<file path="src/rtl/clk_alu_pkg.sv">
// Shared op encodings, flag layout and payload types for the pipelined
// two-operand ALU.
package clk_alu_pkg;

   localparam int unsigned OP_W   = 3;
   localparam int unsigned FLAG_W = 3;

   typedef logic [OP_W-1:0] op_t;

   localparam op_t OP_AND   = 3'd0;
   localparam op_t OP_OR    = 3'd1;
   localparam op_t OP_XOR   = 3'd2;
   localparam op_t OP_ADD   = 3'd3;
   localparam op_t OP_SUB   = 3'd4;
   localparam op_t OP_ACC   = 3'd5;
   localparam op_t OP_SADD  = 3'd6;
   localparam op_t OP_RDACC = 3'd7;

   localparam int unsigned FLAG_ZERO  = 0;
   localparam int unsigned FLAG_CARRY = 1;
   localparam int unsigned FLAG_OVF   = 2;

   // Field order places each flag at its FLAG_* bit index.
   typedef struct packed {
      logic ovf;
      logic carry;
      logic zero;
   } flags_t;

endpackage

</file>
<file path="src/rtl/clk_alu_pipe_if.sv">
// Operand/result handshake bundle between a beat producer and clk_alu_pipe.
interface clk_alu_pipe_if #(
   parameter int unsigned WIDTH = 8
);
   import clk_alu_pkg::*;

   logic             in_valid;
   logic             in_ready;
   logic [WIDTH-1:0] a;
   logic [WIDTH-1:0] b;
   op_t              op;
   logic             acc_clr;
   logic             out_valid;
   logic             out_ready;
   logic [WIDTH-1:0] y;
   flags_t           flags;

   modport master (
      output in_valid, a, b, op, acc_clr, out_ready,
      input  in_ready, out_valid, y, flags
   );

   modport slave (
      input  in_valid, a, b, op, acc_clr, out_ready,
      output in_ready, out_valid, y, flags
   );

endinterface

</file>
<file path="src/rtl/clk_alu_core.sv">
// Combinational datapath: one operation on (a, b, acc) producing the result,
// status flags and the accumulator write-back.
module clk_alu_core
   import clk_alu_pkg::*;
#(
   parameter int unsigned WIDTH = 8
) (
   input  logic [WIDTH-1:0] a,
   input  logic [WIDTH-1:0] b,
   input  logic [WIDTH-1:0] acc,
   input  op_t              op,
   output logic [WIDTH-1:0] result,
   output logic [WIDTH-1:0] next_acc,
   output logic             acc_we,
   output flags_t           flags
);

   localparam int unsigned MSB = WIDTH - 1;

   logic [WIDTH:0] add_ab_c;
   logic [WIDTH:0] sub_ab_c;
   logic [WIDTH:0] add_acc_c;
   logic           ovf_c;
   logic           carry_c;

   // Extra top bit carries the unsigned carry-out, or the borrow for SUB.
   assign add_ab_c  = {1'b0, a} + {1'b0, b};
   assign sub_ab_c  = {1'b0, a} - {1'b0, b};
   assign add_acc_c = {1'b0, acc} + {1'b0, a};

   always_comb begin
      result   = '0;
      next_acc = acc;
      acc_we   = 1'b0;
      ovf_c    = 1'b0;
      carry_c  = 1'b0;
      case (op)
         OP_AND: result = a & b;
         OP_OR:  result = a | b;
         OP_XOR: result = a ^ b;
         OP_ADD: begin
            result  = add_ab_c[WIDTH-1:0];
            carry_c = add_ab_c[WIDTH];
            ovf_c   = (a[MSB] == b[MSB]) && (add_ab_c[MSB] != a[MSB]);
         end
         OP_SUB: begin
            result  = sub_ab_c[WIDTH-1:0];
            carry_c = sub_ab_c[WIDTH];
            ovf_c   = (a[MSB] != b[MSB]) && (sub_ab_c[MSB] != a[MSB]);
         end
         OP_ACC: begin
            result   = add_acc_c[WIDTH-1:0];
            next_acc = add_acc_c[WIDTH-1:0];
            acc_we   = 1'b1;
            carry_c  = add_acc_c[WIDTH];
            ovf_c    = (acc[MSB] == a[MSB]) && (add_acc_c[MSB] != acc[MSB]);
         end
         OP_SADD: begin
            carry_c = add_ab_c[WIDTH];
            result  = add_ab_c[WIDTH] ? '1 : add_ab_c[WIDTH-1:0];
         end
         OP_RDACC: result = acc;
         default: result = '0;
      endcase
   end

   assign flags.ovf   = ovf_c;
   assign flags.carry = carry_c;
   assign flags.zero  = (result == '0);

endmodule

</file>
<file path="src/rtl/clk_alu_pipe.sv">
// Two-stage valid/ready ALU pipeline: S1 holds the accepted operands, S2 holds
// the registered result; the running accumulator updates on each S1->S2 move.
module clk_alu_pipe
   import clk_alu_pkg::*;
#(
   parameter int unsigned WIDTH = 8
) (
   input  logic           clk,
   input  logic           rst_n,
   clk_alu_pipe_if.slave  bus
);

   logic             s1_valid;
   logic [WIDTH-1:0] s1_a;
   logic [WIDTH-1:0] s1_b;
   op_t              s1_op;

   logic             s2_valid;
   logic [WIDTH-1:0] s2_y;
   flags_t           s2_flags;

   logic [WIDTH-1:0] acc_q;
   logic [WIDTH-1:0] acc_base_c;

   logic             s2_adv_c;
   logic             accept_c;

   logic [WIDTH-1:0] core_result_c;
   logic [WIDTH-1:0] core_next_acc_c;
   logic             core_acc_we_c;
   flags_t           core_flags_c;

   // Handshake: S1 may refill in the same cycle it hands its beat to S2.
   assign s2_adv_c     = s1_valid && (!s2_valid || bus.out_ready);
   assign bus.in_ready = (!s1_valid || s2_adv_c) && rst_n;
   assign accept_c     = bus.in_valid && bus.in_ready;

   // A clear on the transfer edge makes the moving beat see a zero accumulator.
   assign acc_base_c = bus.acc_clr ? '0 : acc_q;

   clk_alu_core #(
      .WIDTH (WIDTH)
   ) u_core (
      .a        (s1_a),
      .b        (s1_b),
      .acc      (acc_base_c),
      .op       (s1_op),
      .result   (core_result_c),
      .next_acc (core_next_acc_c),
      .acc_we   (core_acc_we_c),
      .flags    (core_flags_c)
   );

   // Stage 1: operand capture.
   always_ff @(posedge clk or negedge rst_n) begin
      if (!rst_n) begin
         s1_valid <= 1'b0;
         s1_a     <= '0;
         s1_b     <= '0;
         s1_op    <= OP_AND;
      end else if (accept_c) begin
         s1_valid <= 1'b1;
         s1_a     <= bus.a;
         s1_b     <= bus.b;
         s1_op    <= bus.op;
      end else if (s2_adv_c) begin
         s1_valid <= 1'b0;
      end
   end

   // Stage 2: result register, held while the consumer stalls.
   always_ff @(posedge clk or negedge rst_n) begin
      if (!rst_n) begin
         s2_valid <= 1'b0;
         s2_y     <= '0;
         s2_flags <= '0;
      end else if (s2_adv_c) begin
         s2_valid <= 1'b1;
         s2_y     <= core_result_c;
         s2_flags <= core_flags_c;
      end else if (bus.out_ready) begin
         s2_valid <= 1'b0;
      end
   end

   always_ff @(posedge clk or negedge rst_n) begin
      if (!rst_n) begin
         acc_q <= '0;
      end else if (s2_adv_c && core_acc_we_c) begin
         acc_q <= core_next_acc_c;
      end else if (bus.acc_clr) begin
         acc_q <= '0;
      end
   end

   assign bus.out_valid = s2_valid;
   assign bus.y         = s2_y;
   assign bus.flags     = s2_flags;

endmodule

</file>
<file path="src/flat_wrapper.sv">
// flat-port wrapper written by rule: the top's interface ports become plain ports
module clk_alu_pipe_flat import clk_alu_pkg::*;
#(
   parameter int unsigned WIDTH = 8
)
  (clk, rst_n, bus_in_valid, bus_a, bus_b, bus_op, bus_acc_clr, bus_out_ready, bus_in_ready, bus_out_valid, bus_y, bus_flags);
  clk_alu_pipe_if #(.WIDTH(WIDTH)) bus_i ();
  input  logic clk;
  input  logic rst_n;
  input wire logic [$bits(bus_i.in_valid)-1:0] bus_in_valid;
  input wire logic [$bits(bus_i.a)-1:0] bus_a;
  input wire logic [$bits(bus_i.b)-1:0] bus_b;
  input wire logic [$bits(bus_i.op)-1:0] bus_op;
  input wire logic [$bits(bus_i.acc_clr)-1:0] bus_acc_clr;
  input wire logic [$bits(bus_i.out_ready)-1:0] bus_out_ready;
  output wire logic [$bits(bus_i.in_ready)-1:0] bus_in_ready;
  output wire logic [$bits(bus_i.out_valid)-1:0] bus_out_valid;
  output wire logic [$bits(bus_i.y)-1:0] bus_y;
  output wire logic [$bits(bus_i.flags)-1:0] bus_flags;
  assign bus_i.in_valid = bus_in_valid;
  assign bus_i.a = bus_a;
  assign bus_i.b = bus_b;
  assign bus_i.op = bus_op;
  assign bus_i.acc_clr = bus_acc_clr;
  assign bus_i.out_ready = bus_out_ready;
  assign bus_in_ready = bus_i.in_ready;
  assign bus_out_valid = bus_i.out_valid;
  assign bus_y = bus_i.y;
  assign bus_flags = bus_i.flags;
  clk_alu_pipe #(.WIDTH(WIDTH)) u_core (.clk(clk), .rst_n(rst_n), .bus(bus_i));
endmodule
</file>
<file path="config.mk">
export PLATFORM = sky130hd
export DESIGN_NAME = clk_alu_pipe_flat
export DESIGN_NICKNAME = d
export VERILOG_FILES = /design/src/rtl/clk_alu_pkg.sv /design/src/rtl/clk_alu_pipe_if.sv /design/src/rtl/clk_alu_core.sv /design/src/rtl/clk_alu_pipe.sv /design/src/flat_wrapper.sv
export SDC_FILE = /design/constraint.sdc
export NUM_CORES = 1
export LEC_CHECK = 0
export BUFFER_PORTS_ARGS = -buffer_cell sky130_fd_sc_hd__buf_2
export CAP_MARGIN = 20
export CORE_UTILIZATION = 55
export DETAILED_ROUTE_END_ITERATION = 10
export PLACE_DENSITY = 0.75
export SETUP_SLACK_MARGIN = 0.05
export SYNTH_ARGS = -nofsm -noshare
export SYNTH_HDL_FRONTEND = slang
export SYNTH_SLANG_ARGS = --single-unit
</file>
<file path="constraint.sdc">
create_clock -name clk -period 3.3 [get_ports clk]
set_input_delay 0.495 -clock clk [delete_from_list [all_inputs] [get_ports clk]]
set_output_delay 0.495 -clock clk [all_outputs]
set_load 0.01 [all_outputs]
</file>
==> out/metrics.cfg <==
[detailed_routing]
drt_pass1_iterations = 5
dr_wl_met3_microns = 761
ant_nets = 0
vias = 3337
met2WireLength_microns = 4252
drc = 0
wl_per_cell_microns = 18.62
totalWireLength_microns = 9700
wl_met1_microns = 4415
maxUsedRoutingLayer = met4
drt_iter0_drc = 324
vias_per_cell = 6.405

[clock_network]
cts_buffers = 5
cts_buffer_depth = 2
cts_num_sinks = 40
post_cts.repair.setup_buffers = 0
holdBufCountCts = 0
path_clk_slew_ps = 90
cts.htree.levels = 2
clk_latency_ps = 300
cts_tree = built
cts-resized-gates = 0
clockRootBuffer = clkbuf_8

[layout]
nNetsFinal = 497
diodes = 0
drive_gt1_frac = 0.2207
layoutNonFillerInstCount = 521
final_core_util = 0.6238
final_cell_mix = dfrtp_1 (40), buf_2 (36), nand2_1 (30)
area_growth_pct = 9.437
layout_commonest_cell = dfrtp_1

[setup_path]
crit-reg2reg-capture = u_core.bus.flags[0]
path_cells = nand2b_1 -> xnor2_1 -> ha_1 -> a211oi_2 -> o32ai_1 -> a32oi_1 -> o211ai_1 -> xnor2_1 -> nor2_1 -> o32a_1 -> o41ai_2
slowest_delay_ps = 480
critPathMaxFanout = 6
crit_family = compound AO/OA/AOI/OAI gates
crit_slowest_cell = dfrtp_1
cp_common_cell = xnor2_1
required_ps = 3510
worst-path-buf-inv = 0
setup.worst_path.start_class = register
critPathKind = register to register
rrSetupSlack_ps = 250
r2r_start = u_core.acc_q[1]
end_kind = register
arrival_ps = 3260
reg2regPathDepth = 11

[sta]
clock_skew_ps = 19.79
worstMarginPinSlew_ps = 807.5
period_minus_slack_ps = 3055
hold_viol = 0
relSlewSlack = 0.4603
rsz0062_at_grt = false
setup_viol = 0
slew_viol_final = 0
fmax_ghz = 0.3274
timing.final.crit_share = 0.9256
fin_setup_tns_ps = 0

[die]
io_pins = 37
rows = 29
initial_core_util = 0.5700
core_area_sq_um = 6350
fp.dieW_microns = 83.13
die_area_sq_um = 6910
die_y_microns = 83.13

[outcome]
outcome = completed

[synth]
synth_top_area_share = 0.2765
async_reset_ff_frac = 1.000
ys_ff_latch = 40
yosys_warnings = 0
yosysTopAreaCell = dfrtp_1
synth_cells = 410
avgSynthCellArea_sq_um = 8.829
synth-edff-count = 0
yosysSeqAreaShare = 0.2765
synth_ff_type = dfrtp_1
yosys.cell_types.count = 75
ys_top_cells_by_area = dfrtp_1 (28%), ha_1 (9.7%), mux2_2 (8.1%)
syn_nets = 464
syn_area_sq_um = 3620

[place]
place.gp.congestion = 0.9665
dp_hpwl_microns = 7527
dp.cells = 513
portBuffers = 36

[global_route]
grt_pass1_vias = 3174
antenna_found_initial = 0
grt_start_max_net_pins = 41
grt_usage = 0.2887
grt_pass1_wl_microns = 15790
gr-total-overflow = 0

[power_and_ir_drop]
ir_drop_uv = 371.8
powerDensity_nw_per_um2 = 561.9
p_leak_nw = 1.783

[job]
cap_violations = 0

[hold_path]
hold_path_class = primary input to async pin

sequential cells by signal, indices dropped and copies added (netlist names):
register and count:
u_core.s1_a 8, u_core.bus.out_valid 1, u_core.s1_valid 1, u_core.bus.y 8
u_core.acc_q 8, u_core.s1_op 3, u_core.s1_b 8, u_core.bus.flags 3
layout make-up:
cell class / instances / area (sq um)
multi-input cells: 320 / 2395
clock buffers: 7 / 86.33
inverters: 28 / 105.1
repair buffers: 48 / 270.3
clock inverters: 1 / 7.507
fillers: 554 / 2389
flip-flops and latches: 40 / 1001
well taps: 77 / 96.34
cells by family after synthesis:
family,Yosys count,synth area share
adder cells (fa/ha/maj),30,0.1078
multiplexers,29,0.08918
flip-flops,40,0.2765
XOR/XNOR,19,0.04977
AO/OA/AOI/OAI,126,0.2503
buffers and inverters,50,0.06498
AND/OR/NAND/NOR,116,0.1614
worst max-delay path by stage:
stage,from,endpoint,depth (start not counted)
after floorplan,bus_acc_clr,u_core.bus.flags[0],12
after global placement,bus_acc_clr,u_core.bus.flags[0],12
after detailed placement,bus_acc_clr,u_core.bus.flags[0],12
after CTS,u_core.s1_b[0],u_core.bus.flags[0],9
after global routing,u_core.acc_q[1],u_core.bus.flags[0],11
final,u_core.acc_q[1],u_core.bus.flags[0],11
cell usage after synthesis, drive strengths merged (10+ instances only):
cell    number
a21oi       29
buf         11
xnor2       14
o21ai       22
dfrtp       40
ha          28
mux2        26
nor2        28
inv         28
nor3        15
clkbuf      10
nand2       30
per-stage QoR:
step	worst slack [ps]	hold WS, ps	instance area (sq um)	power [mW]
2_1_floorplan	329.0	199.4	3620	1.514
6_report	245.5	287.0	3961	2.226
3_3_place_gp	158.8	459.8	3856	1.806
4_1_cts	256.8	313.0	3950	2.189
3_5_place_dp	70.82	473.5	3856	1.838
5_1_grt	50.07	347.4	3961	2.357
power breakdown:
part / internal (mW) / switching, mW
registers: 0.592 / 0.110
logic: 0.485 / 0.688
clock network: 0.170 / 0.180
worst register-to-register path: stages (launching register included):
cell,delay (ps)
dfrtp_1,480
nand2b_1,160
xnor2_1,180
ha_1,300
a211oi_2,70
o32ai_1,440
a32oi_1,170
o211ai_1,260
xnor2_1,170
nor2_1,80
o32a_1,320
o41ai_2,330
layer usage:
metal / up-vias / track usage
met1: 1586 / 0.4179
met2: 168 / 0.4218
met5: - / 0
met4: 0 / 0.1144
li1: 1561 / -
met3: 22 / 0.05865
Note: power is estimated with default switching activity, not from simulation.
